==> config.mk <==
export PLATFORM = sky130hd
export DESIGN_NAME = mac_kbd_link
export DESIGN_NICKNAME = d
export VERILOG_FILES = /design/src/rtl/mac_kbd_pkg.sv /design/src/rtl/mac_kbd_fifo.sv /design/src/rtl/mac_kbd_link.sv
export SDC_FILE = /design/constraint.sdc
export NUM_CORES = 1
export LEC_CHECK = 0
export CORE_MARGIN = 2
export CORE_UTILIZATION = 57
export CTS_CLUSTER_DIAMETER = 60
export CTS_CLUSTER_SIZE = 10
export DETAILED_ROUTE_END_ITERATION = 6
export GPL_TIMING_DRIVEN = 1
export MAX_ROUTING_LAYER = met4
export PLACE_DENSITY = 0.76
export SETUP_SLACK_MARGIN = 0.05
export SYNTH_ARGS = -nofsm -noshare
export SYNTH_HDL_FRONTEND = slang
export SYNTH_HIERARCHICAL = 1
export SYNTH_SLANG_ARGS = --single-unit
==> constraint.sdc <==
create_clock -name clk32 -period 3.75 [get_ports clk32]
set_clock_uncertainty 0.1 [all_clocks]
set_input_delay 0.5625 -clock clk32 [delete_from_list [all_inputs] [get_ports clk32]]
set_output_delay 0.5625 -clock clk32 [all_outputs]
set_load 0.1 [all_outputs]
==> src/rtl/mac_kbd_pkg.sv <==
// rtl/mac_kbd_pkg.sv - shared state and command definitions for the Mac keyboard link
package mac_kbd_pkg;

    typedef enum logic [2:0] {
        IDLE,
        RX_CMD,
        WAIT_HOST,
        WAIT_DATA,
        TX_RSP
    } kbd_state_t;

    // Command bytes the Mac sends on the keyboard line
    typedef enum logic [7:0] {
        CMD_INQUIRY = 8'h10,
        CMD_INSTANT = 8'h14,
        CMD_MODEL   = 8'h16,
        CMD_TEST    = 8'h36
    } kbd_cmd_t;

    // Reply when an Inquiry expires with no key pending
    localparam logic [7:0] NULL_DEFAULT = 8'h7B;

endpackage

==> src/rtl/mac_kbd_fifo.sv <==
// rtl/mac_kbd_fifo.sv - first-word fall-through key-code FIFO with flush and sticky overflow
module mac_kbd_fifo #(
    parameter int DEPTH = 4,
    parameter int WIDTH = 8
) (
    input  logic             clk32,
    input  logic             _systemReset,
    input  logic             ce,
    input  logic             flush,
    input  logic             push,
    input  logic [WIDTH-1:0] wdata,
    input  logic             pop,
    output logic [WIDTH-1:0] rdata,
    output logic             full,
    output logic             empty,
    output logic             overflow
);
    localparam int AW = $clog2(DEPTH);

    logic [WIDTH-1:0] mem [DEPTH];
    logic [AW-1:0]    wr_ptr;
    logic [AW-1:0]    rd_ptr;
    logic [AW:0]      count;
    logic             do_pop;
    logic             do_push;

    assign empty = (count == '0);
    assign full  = (count == (AW+1)'(DEPTH));
    assign rdata = mem[rd_ptr];

    // A pop frees a slot on the same ce, so a push into a full FIFO still lands;
    // a pop request against an empty FIFO never consumes the byte arriving alongside it.
    assign do_pop  = pop && !empty && !flush;
    assign do_push = push && !flush && (!full || do_pop);

    // Storage write port
    always_ff @(posedge clk32) begin
        if (ce && do_push) begin
            mem[wr_ptr] <= wdata;
        end
    end

    // Pointers, occupancy and sticky overflow
    always_ff @(posedge clk32 or negedge _systemReset) begin
        if (!_systemReset) begin
            wr_ptr   <= '0;
            rd_ptr   <= '0;
            count    <= '0;
            overflow <= 1'b0;
        end else if (ce) begin
            if (flush) begin
                wr_ptr   <= '0;
                rd_ptr   <= '0;
                count    <= '0;
                overflow <= 1'b0;
            end else begin
                if (do_push) wr_ptr <= wr_ptr + AW'(1);
                if (do_pop)  rd_ptr <= rd_ptr + AW'(1);
                if (do_push && !do_pop) begin
                    count <= count + (AW+1)'(1);
                end else if (do_pop && !do_push) begin
                    count <= count - (AW+1)'(1);
                end
                if (push && !do_push) overflow <= 1'b1;
            end
        end
    end

endmodule

==> src/rtl/mac_kbd_link.sv <==
// rtl/mac_kbd_link.sv - Mac keyboard-line transceiver: clock generator, command receive, key reply
module mac_kbd_link
    import mac_kbd_pkg::*;
#(
    parameter int          HALF_PERIOD = 1300,
    parameter int          FIFO_DEPTH  = 4,
    parameter int          TIMEOUT     = 2031250,
    parameter logic [7:0]  NULL_CODE   = NULL_DEFAULT
) (
    input  logic       clk32,
    input  logic       _systemReset,
    input  logic       ce,
    input  logic       srst,
    input  logic       dat_i,
    output logic       kbdclk,
    output logic       kbddata_o,
    input  logic [7:0] key_data,
    input  logic       key_strobe,
    output logic [7:0] cmd_data,
    output logic       cmd_strobe,
    output logic       fifo_full,
    output logic       overflow,
    output logic       busy
);
    localparam int HC_W = $clog2(HALF_PERIOD + 1);
    localparam int TO_W = $clog2(TIMEOUT + 1);

    kbd_state_t      state;
    kbd_state_t      state_n;
    logic [HC_W-1:0] hp_cnt;
    logic [2:0]      bitcnt;
    logic [7:0]      shreg;
    logic [7:0]      txreg;
    logic [TO_W-1:0] tcnt;

    logic       active;
    logic       tick;
    logic       fall_ev;
    logic       rise_ev;
    logic       last_rise;
    logic       to_hit;
    logic       fifo_pop;
    logic       load_null;
    logic       tcnt_clr;
    logic       fifo_empty;
    logic [7:0] fifo_rdata;

    // The line clock only runs while a byte is moving in either direction
    assign active    = (state == RX_CMD) || (state == TX_RSP);
    assign tick      = active && (hp_cnt == HC_W'(HALF_PERIOD - 1));
    assign fall_ev   = tick && kbdclk;
    assign rise_ev   = tick && !kbdclk;
    assign last_rise = rise_ev && (bitcnt == 3'd7);
    assign to_hit    = (tcnt == TO_W'(TIMEOUT - 1));
    assign busy      = (state != IDLE);

    mac_kbd_fifo #(
        .DEPTH (FIFO_DEPTH),
        .WIDTH (8)
    ) u_fifo (
        .clk32        (clk32),
        ._systemReset (_systemReset),
        .ce           (ce),
        .flush        (srst),
        .push         (key_strobe),
        .wdata        (key_data),
        .pop          (fifo_pop),
        .rdata        (fifo_rdata),
        .full         (fifo_full),
        .empty        (fifo_empty),
        .overflow     (overflow)
    );

    // State register
    always_ff @(posedge clk32 or negedge _systemReset) begin
        if (!_systemReset) begin
            state <= IDLE;
        end else if (ce) begin
            state <= srst ? IDLE : state_n;
        end
    end

    // Next-state and per-cycle control strobes
    always_comb begin
        state_n   = state;
        fifo_pop  = 1'b0;
        load_null = 1'b0;
        tcnt_clr  = 1'b0;
        case (state)
            IDLE:      if (!dat_i) state_n = RX_CMD;
            RX_CMD:    if (last_rise) begin
                           state_n  = WAIT_HOST;
                           tcnt_clr = 1'b1;
                       end
            WAIT_HOST: if (dat_i) state_n = WAIT_DATA;
            WAIT_DATA: if (!fifo_empty) begin
                           fifo_pop = 1'b1;
                           state_n  = TX_RSP;
                       end else if (to_hit) begin
                           if (cmd_data == CMD_INQUIRY) begin
                               load_null = 1'b1;
                               state_n   = TX_RSP;
                           end else begin
                               state_n = IDLE;
                           end
                       end
            TX_RSP:    if (last_rise) state_n = IDLE;
            default:   state_n = IDLE;
        endcase
    end

    // Line clock, bit framing, shift registers and response timer
    always_ff @(posedge clk32 or negedge _systemReset) begin
        if (!_systemReset) begin
            hp_cnt     <= '0;
            kbdclk     <= 1'b1;
            bitcnt     <= '0;
            shreg      <= '0;
            txreg      <= '0;
            tcnt       <= '0;
            kbddata_o  <= 1'b1;
            cmd_data   <= '0;
            cmd_strobe <= 1'b0;
        end else if (ce) begin
            if (srst) begin
                hp_cnt     <= '0;
                kbdclk     <= 1'b1;
                bitcnt     <= '0;
                shreg      <= '0;
                txreg      <= '0;
                tcnt       <= '0;
                kbddata_o  <= 1'b1;
                cmd_data   <= '0;
                cmd_strobe <= 1'b0;
            end else begin
                cmd_strobe <= 1'b0;

                if (!active) begin
                    hp_cnt <= '0;
                    kbdclk <= 1'b1;
                end else if (tick) begin
                    hp_cnt <= '0;
                    kbdclk <= !kbdclk;
                end else begin
                    hp_cnt <= hp_cnt + HC_W'(1);
                end

                if (!active) begin
                    bitcnt <= '0;
                end else if (rise_ev) begin
                    bitcnt <= bitcnt + 3'd1;
                end

                // Mac drives the line; capture it as the clock falls
                if (state == RX_CMD && fall_ev) begin
                    shreg <= {shreg[6:0], dat_i};
                end
                if (state == RX_CMD && last_rise) begin
                    cmd_data   <= shreg;
                    cmd_strobe <= 1'b1;
                end

                if (tcnt_clr) begin
                    tcnt <= '0;
                end else if ((state == WAIT_HOST || state == WAIT_DATA) && !to_hit) begin
                    tcnt <= tcnt + TO_W'(1);
                end

                if (fifo_pop) begin
                    txreg <= fifo_rdata;
                end else if (load_null) begin
                    txreg <= NULL_CODE;
                end else if (state == TX_RSP && fall_ev) begin
                    txreg <= {txreg[6:0], 1'b0};
                end

                // Each reply bit appears on a fall and stays put across the next rise
                if (state == TX_RSP) begin
                    if (fall_ev) begin
                        kbddata_o <= txreg[7];
                    end else if (last_rise) begin
                        kbddata_o <= 1'b1;
                    end
                end else begin
                    kbddata_o <= 1'b1;
                end
            end
        end
    end

endmodule

==> flow_metrics.env, run 1 <==
export IMPL_outcome="finished, final reports clean"
export IMPL_top_level_ports=28
export IMPL_antenna_cells=0
export IMPL_synth_most_common_cell="dfrtp_1"
export IMPL_syn_cell_area_mm2=0.00539
export IMPL_grt_overflow=0
export IMPL_num_nets_final=509
export IMPL_timing_final_crit_share_pct=80.1
export IMPL_irDropWorstVdd_uv=417
export IMPL_clockBufferDepth=2
export IMPL_m1WireLength_um=4880
export IMPL_cp_max_fo=13
export IMPL_rrSetupSlack_ns=0.81
export IMPL_yosysSeqAreaShare_pct=51.8
export IMPL_power_leakage_nw=2.42
export IMPL_final_area_mm2=0.00595
export IMPL_die_y_um=101
export IMPL_drive_above_1_share_pct=14.5
export IMPL_synth_cells=458
export IMPL_rows=35
export IMPL_required_ns=3.09
export IMPL_ys_ff_latch=105
export IMPL_ys_top_cells_by_area="dfrtp_1, edfxtp_1, mux4_2"
export IMPL_gp_congestion=0.907
export IMPL_wl_met2_um=5150
export IMPL_drv_slew=0
export IMPL_netlist_top_cells_count="dfrtp_1, edfxtp_1, inv_1, nor2_1, nand3_1"
export IMPL_fin_util_pct=64.7
export IMPL_slew_headroom_pct=34.8
export IMPL_cts_tree="yes"
export IMPL_start_util_pct=58.6
export IMPL_cts_buffers=9
export IMPL_portBuffers=27
export IMPL_postCtsSetupBuffers=0
export IMPL_finalHoldViolations=0
export IMPL_antenna_left=0
export IMPL_cts_sinks=105
export IMPL_critical_path_class="reg -> out"
export IMPL_antenna_found_initial=0
export IMPL_clock_latency_ns=0.38
export IMPL_tns_ns=0
export IMPL_clk_pin_slew_ns=0.10
export IMPL_die_w_um=101
export IMPL_area_delta_synth_final_pct=10.4
export IMPL_arrival_ns=2.34
export IMPL_grt_max_degree=74
export IMPL_h_tree_depth=3
export IMPL_synth_fp_nets=482
export IMPL_worstSetupStartpointType="flop"
export IMPL_drcViolationCount=0
export IMPL_hpwlAfterDp_um=7410
export IMPL_synth_largest_area_cell="dfrtp_1"
export IMPL_routed_wl_um=10700
export IMPL_reg2regPathDepth=8
export IMPL_root_buffer="clkbuf_8"
export IMPL_synth_edf_count=32
export IMPL_drt_pass1_iterations=5
export IMPL_dpl_cell_area_mm2=0.00574
export IMPL_fin_total_pwr_mw=2.38
export IMPL_cpPeakStageDelay_ns=0.99
export IMPL_routed_via_density=6.27
export IMPL_synth_ff_type="dfrtp_1"
export IMPL_max_freq_mhz=333
export IMPL_vias=3771
export IMPL_end_kind="output port"
export IMPL_highest_signal_layer="met4"
export IMPL_yosys_warnings=6
export IMPL_ys_types=74
export IMPL_first_iter_violations=194
export IMPL_grtUsageTotal_pct=23.6
export IMPL_setup_viol=0
export IMPL_rsz0062_at_grt="no"
export IMPL_worst_path_max_delay_cell="clkdlybuf4s50_1"
export IMPL_cts_resized=0
export IMPL_wire_per_inst_um=17.9
export IMPL_worst_pin_slew_ns=0.975
export IMPL_avgSynthCellArea_um2=11.8
export IMPL_min_period_ns=3.00
export IMPL_coreArea_mm2=0.00920
export IMPL_async_reset_ff_share_pct=69.5
export IMPL_crit_reg2reg_launch="state[2]"
export IMPL_cp_cell_sequence="buf_4 -> or3_1 -> clkdlybuf4s50_1"
export IMPL_synth_top_area_share_pct=33.0
export IMPL_hold_class="in -> async"
export IMPL_r2r_end="u_fifo/count[2]"
export IMPL_design_die_area_mm2=0.0102
export IMPL_wl_met3_um=552
export IMPL_cts_hold_buf=0
export IMPL_grt_pass1_wl_um=18100
export IMPL_p_per_area_mw_per_mm2=400
export IMPL_maxCapViolations=0
export IMPL_grt_pass1_vias=3742
kinds of logic after synthesis:
kind of cell             after synthesis  synth area share, %
multiplexers                          30                 8.22
AO/OA/AOI/OAI                         96                 13.7
AND/OR/NAND/NOR                      161                 18.3
buffers and inverters                 44                 3.53
flip-flops                           105                 51.8
adder cells (fa/ha/maj)               10                 2.46
XOR/XNOR                              12                 1.95
critical path: cells and delay by family (launching register included):
kind,cells,cell delay [ns]
buf+inv,2,1.18
flops,1,0.40
simple gates,1,0.39
area by class of cell:
cell class | count | area, um2
clock buffer | 10 | 128
inverter | 28 | 105
tap | 111 | 139
fill | 709 | 3250
multi-input combinational | 309 | 2410
timing repair buffer | 32 | 303
clock inverter | 6 | 75.1
sequential | 105 | 2790
layout by cell type, fill, tap and decap left out, types with 9 or more instances in the layout:
cell and count:
o21ai_0 18, ha_1 9, nand2_1 19, a21oi_1 12
clkbuf_8 9, nand3_1 20, mux2i_1 9, nor3_1 11
edfxtp_1 32, o2bb2ai_1 11, dfrtp_1 71, inv_1 27
a22o_1 11, nand2b_1 10, and3_1 11, nand4_1 10
nor2_1 27, clkdlybuf4s50_1 25, xor2_1 9
routing by layer:
layer  up-vias  global-route usage, %
met1      1859                   30.9
met4         0                   6.96
li1       1782                      -
met3        14                   5.31
met2       116                   37.1
met5         -                      -
power breakdown:
group          switching [mW]  total [mW]  internal, mW
Clock                   0.406       0.724         0.318
Combinational           0.232       0.356         0.124
Sequential             0.0660        1.30          1.23
worst max path at each step:
stage / start / to / depth (start not counted)
global placement: key_strobe / u_fifo/count[2] / 7
global route: state[2] / u_fifo/count[2] / 8
CTS: state[1] / busy / 3
detailed placement: key_strobe / u_fifo/count[2] / 7
finish: state[1] / busy / 3
floorplan: u_fifo/count[1] / u_fifo/count[2] / 7
metrics by stage:
| step | setup slack (ns) | hold WS [ns] | cells |
|---|---|---|---|
| 5_1_grt | 0.643 | 0.295 | 601 |
| 2_1_floorplan | 0.617 | 0.167 | 458 |
| 3_3_place_gp | 0.936 | 0.361 | 585 |
| 6_report | 0.746 | 0.213 | 601 |
| 3_5_place_dp | 0.854 | 0.369 | 585 |
| 4_1_cts | 0.726 | 0.243 | 601 |
registers in the layout, summed over array words and instances (netlist names), 2 cells and up:
name           flops
bitcnt             3
cmd_data           8
hp_cnt            11
shreg              8
state              3
tcnt              21
txreg              8
u_fifo/count       3
u_fifo/mem        32
u_fifo/rd_ptr      2
u_fifo/wr_ptr      2
Note: power is estimated with default switching activity, not from simulation.
==> inputs of run 2 (changes only) <==
Settings changed: CORE_UTILIZATION 57 to 54.
Clock period 3.75 ns to 2.7 ns, I/O delays scaled along.
==> run 2 against run 1 <==
Highest routed layer unchanged. Critical path depth grew 7. Clock power grew 36%. Utilization down 2.2 points. Cell area rose by 2.2%. Largest cell class unchanged. First-iteration DRC count rose by 52%. Non-clock buffer count increased by 15. Wire length grew 4.1%. Sequential power grew 35%.
==> flow_metrics.env, run 2 (synthesis results as in run 1) <==
export IMPL_outcome="finished, final reports clean"
export IMPL_setup_viol=0
export IMPL_layout_common_cells="dfrtp_1, buf_4, edfxtp_1"
export IMPL_grt_max_degree=74
export IMPL_rows=36
export IMPL_placedCellCount=622
export IMPL_routed_wl_um=11200
export IMPL_rsz0062_at_grt="yes"
export IMPL_wl_met3_um=554
export IMPL_max_freq_mhz=390
export IMPL_worst_pin_slew_ns=0.901
export IMPL_cp_max_fo=5
export IMPL_fin_util_pct=62.4
export IMPL_cts_hold_buf=0
export IMPL_antenna_left=0
export IMPL_drive_above_1_share_pct=20.2
export IMPL_tns_ns=0
export IMPL_num_nets_final=524
export IMPL_drv_slew=0
export IMPL_arrival_ns=2.77
export IMPL_slew_headroom_pct=39.9
export IMPL_worst_slack_ns=0.134
export IMPL_area_delta_synth_final_pct=12.8
export IMPL_coreArea_mm2=0.00973
export IMPL_top_level_ports=28
export IMPL_clockBufferDepth=2
export IMPL_grt_pass1_wl_um=19200
export IMPL_drcViolationCount=0
export IMPL_required_ns=2.91
export IMPL_drt_pass1_iterations=4
export IMPL_die_y_um=104
export IMPL_cts_sinks=105
export IMPL_cts_tree="yes"
export IMPL_m1WireLength_um=4930
export IMPL_routed_via_density=6.03
export IMPL_mostFrequentLayoutCell="dfrtp_1"
export IMPL_cp_cell_sequence="nor3_1 -> buf_4 -> inv_1 -> and3_2 -> o21a_1 -> nor3_2 -> fa_2 -> or4_4 -> a211o_1 -> o211ai_2"
export IMPL_worstSetupStartpointType="flop"
export IMPL_end_kind="flop"
export IMPL_portBuffers=27
export IMPL_h_tree_depth=3
export IMPL_grt_overflow=0
export IMPL_highest_signal_layer="met4"
export IMPL_antenna_found_initial=0
export IMPL_maxCapViolations=0
export IMPL_holdWs_ns=0.0428
export IMPL_grt_pass1_vias=3915
export IMPL_antenna_cells=0
export IMPL_fin_total_pwr_mw=3.35
export IMPL_critical_path_class="reg -> reg"
export IMPL_dp_slack_ns=0.0959
export IMPL_reg_top3="u_fifo/mem (32), tcnt (21), hp_cnt (11)"
export IMPL_first_iter_violations=295
export IMPL_largest_register_ffs=32
export IMPL_timing_final_crit_share_pct=95.0
export IMPL_root_buffer="clkbuf_8"
export IMPL_die_w_um=104
export IMPL_worst_path_max_delay_cell="or4_4"
export IMPL_rrSetupSlack_ns=0.13
export IMPL_power_leakage_nw=2.53
export IMPL_design_die_area_mm2=0.0108
export IMPL_final_cells=638
export IMPL_regMostFlops="u_fifo/mem"
export IMPL_cpPeakStageDelay_ns=0.43
export IMPL_gp_congestion=0.845
export IMPL_p_per_area_mw_per_mm2=551
export IMPL_min_period_ns=2.57
export IMPL_cts_buffers=9
export IMPL_finalHoldViolations=0
export IMPL_hold_class="in -> async"
export IMPL_hpwlAfterDp_um=7780
export IMPL_vias=3844
export IMPL_clk_pin_slew_ns=0.10
export IMPL_wire_per_inst_um=17.5
export IMPL_dpl_cell_area_mm2=0.00587
export IMPL_irDropWorstVdd_uv=474
export IMPL_final_area_mm2=0.00608
export IMPL_postCtsSetupBuffers=0
export IMPL_start_util_pct=55.4
export IMPL_wl_met2_um=5570
export IMPL_clock_latency_ns=0.38
export IMPL_grtUsageTotal_pct=22.6
## run 2: cell count changes in the layout (fill, tap and decap cells not counted), sizes merged
cell / before / now
buf: 7 / 35
clkbuf: 10 / 9
clkdlybuf4s50: 25 / 12
clkinv: 3 / 4
## run 2: worst max-delay path: cells and delay by family (launching register included)
| kind | cells | cell delay [ns] |
|---|---|---|
| AO/OA/AOI/OAI | 3 | 0.64 |
| adder cells (fa/ha/maj) | 1 | 0.37 |
| buffers and inverters | 2 | 0.21 |
| flip-flops | 1 | 0.36 |
| AND/OR/NAND/NOR | 4 | 0.83 |
## run 2: where the power goes
part           leakage [nW]  switching [mW]  total (mW)  internal (mW)
logic                  1.14           0.387       0.609          0.223
clock network        0.0994           0.549       0.988          0.438
registers              1.29          0.0426        1.75           1.71
total                  2.53           0.979        3.35           2.37
## run 2: cell type report
type	count	area [um2]
Fill cell	767	3650
Sequential cell	105	2790
Multi-Input combinational cell	309	2420
Timing Repair Buffer	47	395
Tap cell	133	166
Clock buffer	9	124
Inverter	28	105
Clock inverter	7	78.8
## run 2: final timing paths
check,from,endpoint,cells past startpoint
setup / recovery,u_fifo/count[0],u_fifo/count[2],10
hold / removal,_systemReset,tcnt[19],1
setup reg to reg,u_fifo/count[0],u_fifo/count[2],10
hold reg to reg,cmd_strobe,cmd_strobe,1
max in group asynchronous,_systemReset,hp_cnt[10],1
min in group clk32,cmd_strobe,cmd_strobe,1
## run 2: per-layer routing
metal / vias up / track usage [%]
met4: 0 / 5.41
met5: - / -
li1: 1815 / -
met1: 1905 / 29.7
met3: 11 / 4.76
met2: 113 / 36.5
## run 2: what timing repair did
item | CTS | global route
endpoints found under the setup margin | 0 | 4
endpoints found under the hold margin | 0 | 0
gates resized for setup | 0 | 2
==> inputs of run 3 (changes only) <==
Clock period 2.7 ns to 2.1 ns, I/O delays scaled along.
==> run 3 against run 2 <==
Critical path depth fell by 2. Via count rose by 20%. Sequential share of layout area fell by 8.8 points. Register-to-register slack got worse by 0.48 ns. Global-route usage rose by 4.0 points. Worst setup slack got worse by 0.48 ns. Wire length rose by 36%. The flow now finishes with violations (setup timing). Clock power rose by 28%. Fmax rose by 5.1%. Die area did not move.
==> flow_metrics.env, run 3 (synthesis results as in run 1) <==
export IMPL_dpl_cell_area_mm2=0.00669
export IMPL_swShare_pct=31.2
export IMPL_clockPowerShare_pct=26.8
export IMPL_mostFrequentLayoutCell="buf_4"
export IMPL_largest_register_ffs=32
export IMPL_cp_startpoint="state[2]"
export IMPL_fin_util_pct=77.8
export IMPL_wire_per_inst_um=20.3
export IMPL_regMostFlops="u_fifo/mem"
export IMPL_dp_slack_ns=-0.291
export IMPL_die_y_um=104
export IMPL_grtUsageTotal_pct=26.6
export IMPL_routed_via_density=6.16
export IMPL_grt_pass1_vias=4453
export IMPL_antenna_left=0
export IMPL_drive_above_1_share_pct=45.3
export IMPL_cp_max_fo=2
export IMPL_required_ns=2.32
export IMPL_regArea_mm2=0.00281
export IMPL_crit_buf_inv=0
export IMPL_min_period_ns=2.44
export IMPL_drv_slew=0
export IMPL_area_delta_synth_final_pct=40.4
export IMPL_routed_wl_um=15200
export IMPL_irDropWorstVdd_uv=796
export IMPL_final_area_mm2=0.00757
export IMPL_p_per_area_mw_per_mm2=621
export IMPL_rsz0062_at_grt="yes"
export IMPL_antenna_cells=0
export IMPL_die_w_um=104
export IMPL_num_nets_final=635
export IMPL_rrSetupSlack_ns=-0.34
export IMPL_grt_max_degree=43
export IMPL_hold_class="in -> async"
export IMPL_arrival_ns=2.66
export IMPL_h_tree_depth=3
export IMPL_placedCellCount=705
export IMPL_worst_pin_slew_ns=0.511
export IMPL_cts_sinks=105
export IMPL_slew_headroom_pct=65.9
export IMPL_root_buffer="clkbuf_8"
export IMPL_layout_common_cells="buf_4, dfrtp_1, edfxtp_1"
export IMPL_hpwlAfterDp_um=9050
export IMPL_worst_path_max_delay_cell="dfrtp_1"
export IMPL_antenna_found_initial=0
export IMPL_cpPeakStageDelay_ns=0.43
export IMPL_clk_pin_slew_ns=0.11
export IMPL_cp_cell_sequence="nor2b_2 -> and3_4 -> o21a_1 -> nor3_2 -> fa_2 -> or4_4 -> a211o_1 -> o211ai_2"
export IMPL_grt_pass1_wl_um=21900
export IMPL_crit_reg2reg_launch="state[2]"
export IMPL_violations="setup timing"
export IMPL_final_cells=749
export IMPL_max_freq_mhz=409
export IMPL_timing_final_crit_share_pct=116
export IMPL_end_kind="flop"
export IMPL_portBuffers=27
export IMPL_multi_input_area_mm2=0.00284
export IMPL_outcome="finished with violations"
export IMPL_first_iter_violations=370
export IMPL_rows=36
export IMPL_critical_path_class="reg -> reg"
export IMPL_seq_power_share_pct=47.9
export IMPL_clockBufferDepth=2
export IMPL_drcViolationCount=0
export IMPL_grt_overflow=0
export IMPL_worstSetupStartpointType="flop"
export IMPL_cts_tree="yes"
export IMPL_finalHoldViolations=0
export IMPL_critPathTopFamily="simple AND/OR/NAND/NOR gates"
export IMPL_setup_viol=66
export IMPL_power_leakage_nw=3.22
export IMPL_gp_congestion=0.871
export IMPL_start_util_pct=55.4
export IMPL_fillerInstances=559
export IMPL_top_level_ports=28
export IMPL_coreArea_mm2=0.00973
export IMPL_drt_pass1_iterations=5
export IMPL_design_die_area_mm2=0.0108
export IMPL_worst_slack_ns=-0.342
export IMPL_switchingPower_mw=1.47
export IMPL_cts_buffers=9
export IMPL_clock_latency_ns=0.39
export IMPL_vias=4616
export IMPL_reg_top3="u_fifo/mem (32), tcnt (21), hp_cnt (11)"
export IMPL_p_int_mw=3.23
export IMPL_p_comb_share_pct=25.3
export IMPL_maxCapViolations=0
run 3: changes by cell type in the layout (fill, tap and decap cells not counted), sizes merged:
| cell | change |
|---|---|
| nor2 | +1 |
| bufinv | -1 |
| clkbuf | +1 |
| clkinv | -2 |
| inv | +2 |
| dlygate4sd3 | +1 |
| buf | +109 |
run 3: power by group through the flow:
stage,logic (mW),registers (mW),clock network [mW]
after detailed placement,0.977,2.29,0
after global placement,0.930,2.28,0
after floorplan,0.509,2.33,0
after CTS,1.05,2.25,1.28
after global routing,1.26,2.26,1.36
final,1.19,2.25,1.26
run 3: final cells by class:
class / instances / share of cell area [%]
repair buffers: 157 / 19.2
multi-input cells: 310 / 37.5
clock buffers: 10 / 1.82
flip-flops and latches: 105 / 37.1
well taps: 133 / 2.20
clock inverters: 6 / 0.744
inverters: 28 / 1.39
run 3: path summary, 6_finish.rpt:
path	to	cells past startpoint
hold / removal	tcnt[19]	2
setup reg to reg	u_fifo/count[2]	8
setup / recovery	u_fifo/count[2]	8
hold reg to reg	cmd_strobe	1
min in group clk32	cmd_strobe	1
max in group asynchronous	kbdclk	3
run 3: metrics by stage:
stage	total power [mW]	hold WS, ns	TNS, ns
after floorplan	2.84	-0.0806	-15.73
after global placement	3.21	0.0853	-4.64
after detailed placement	3.26	0.0878	-8.21
after CTS	4.58	0.199	-6.66
after global routing	4.88	0.206	-14.83
final	4.70	0.204	-11.65
run 3: what timing repair did:
action / 4_1_cts / 5_1_grt
gates resized for setup: 57 / 48
buffers inserted: 13 / 13
setup endpoints to repair: 97 / 102
endpoints found under the hold margin: 71 / 0
gates cloned: 0 / 1
hold buffers: 1 / 0
pin swaps: 29 / 21
run 3: routing by layer:
layer | wire length (um) | part of all wire (%) | global-route usage, % | up-vias
li1 | - | - | - | 2043
met1 | 6000 | 39 | 31.6 | 2315
met2 | 7850 | 52 | 43.8 | 208
met3 | 876 | 5.8 | 6.95 | 50
met4 | 465 | 3.1 | 10.0 | 0
met5 | 0 | 0 | - | -
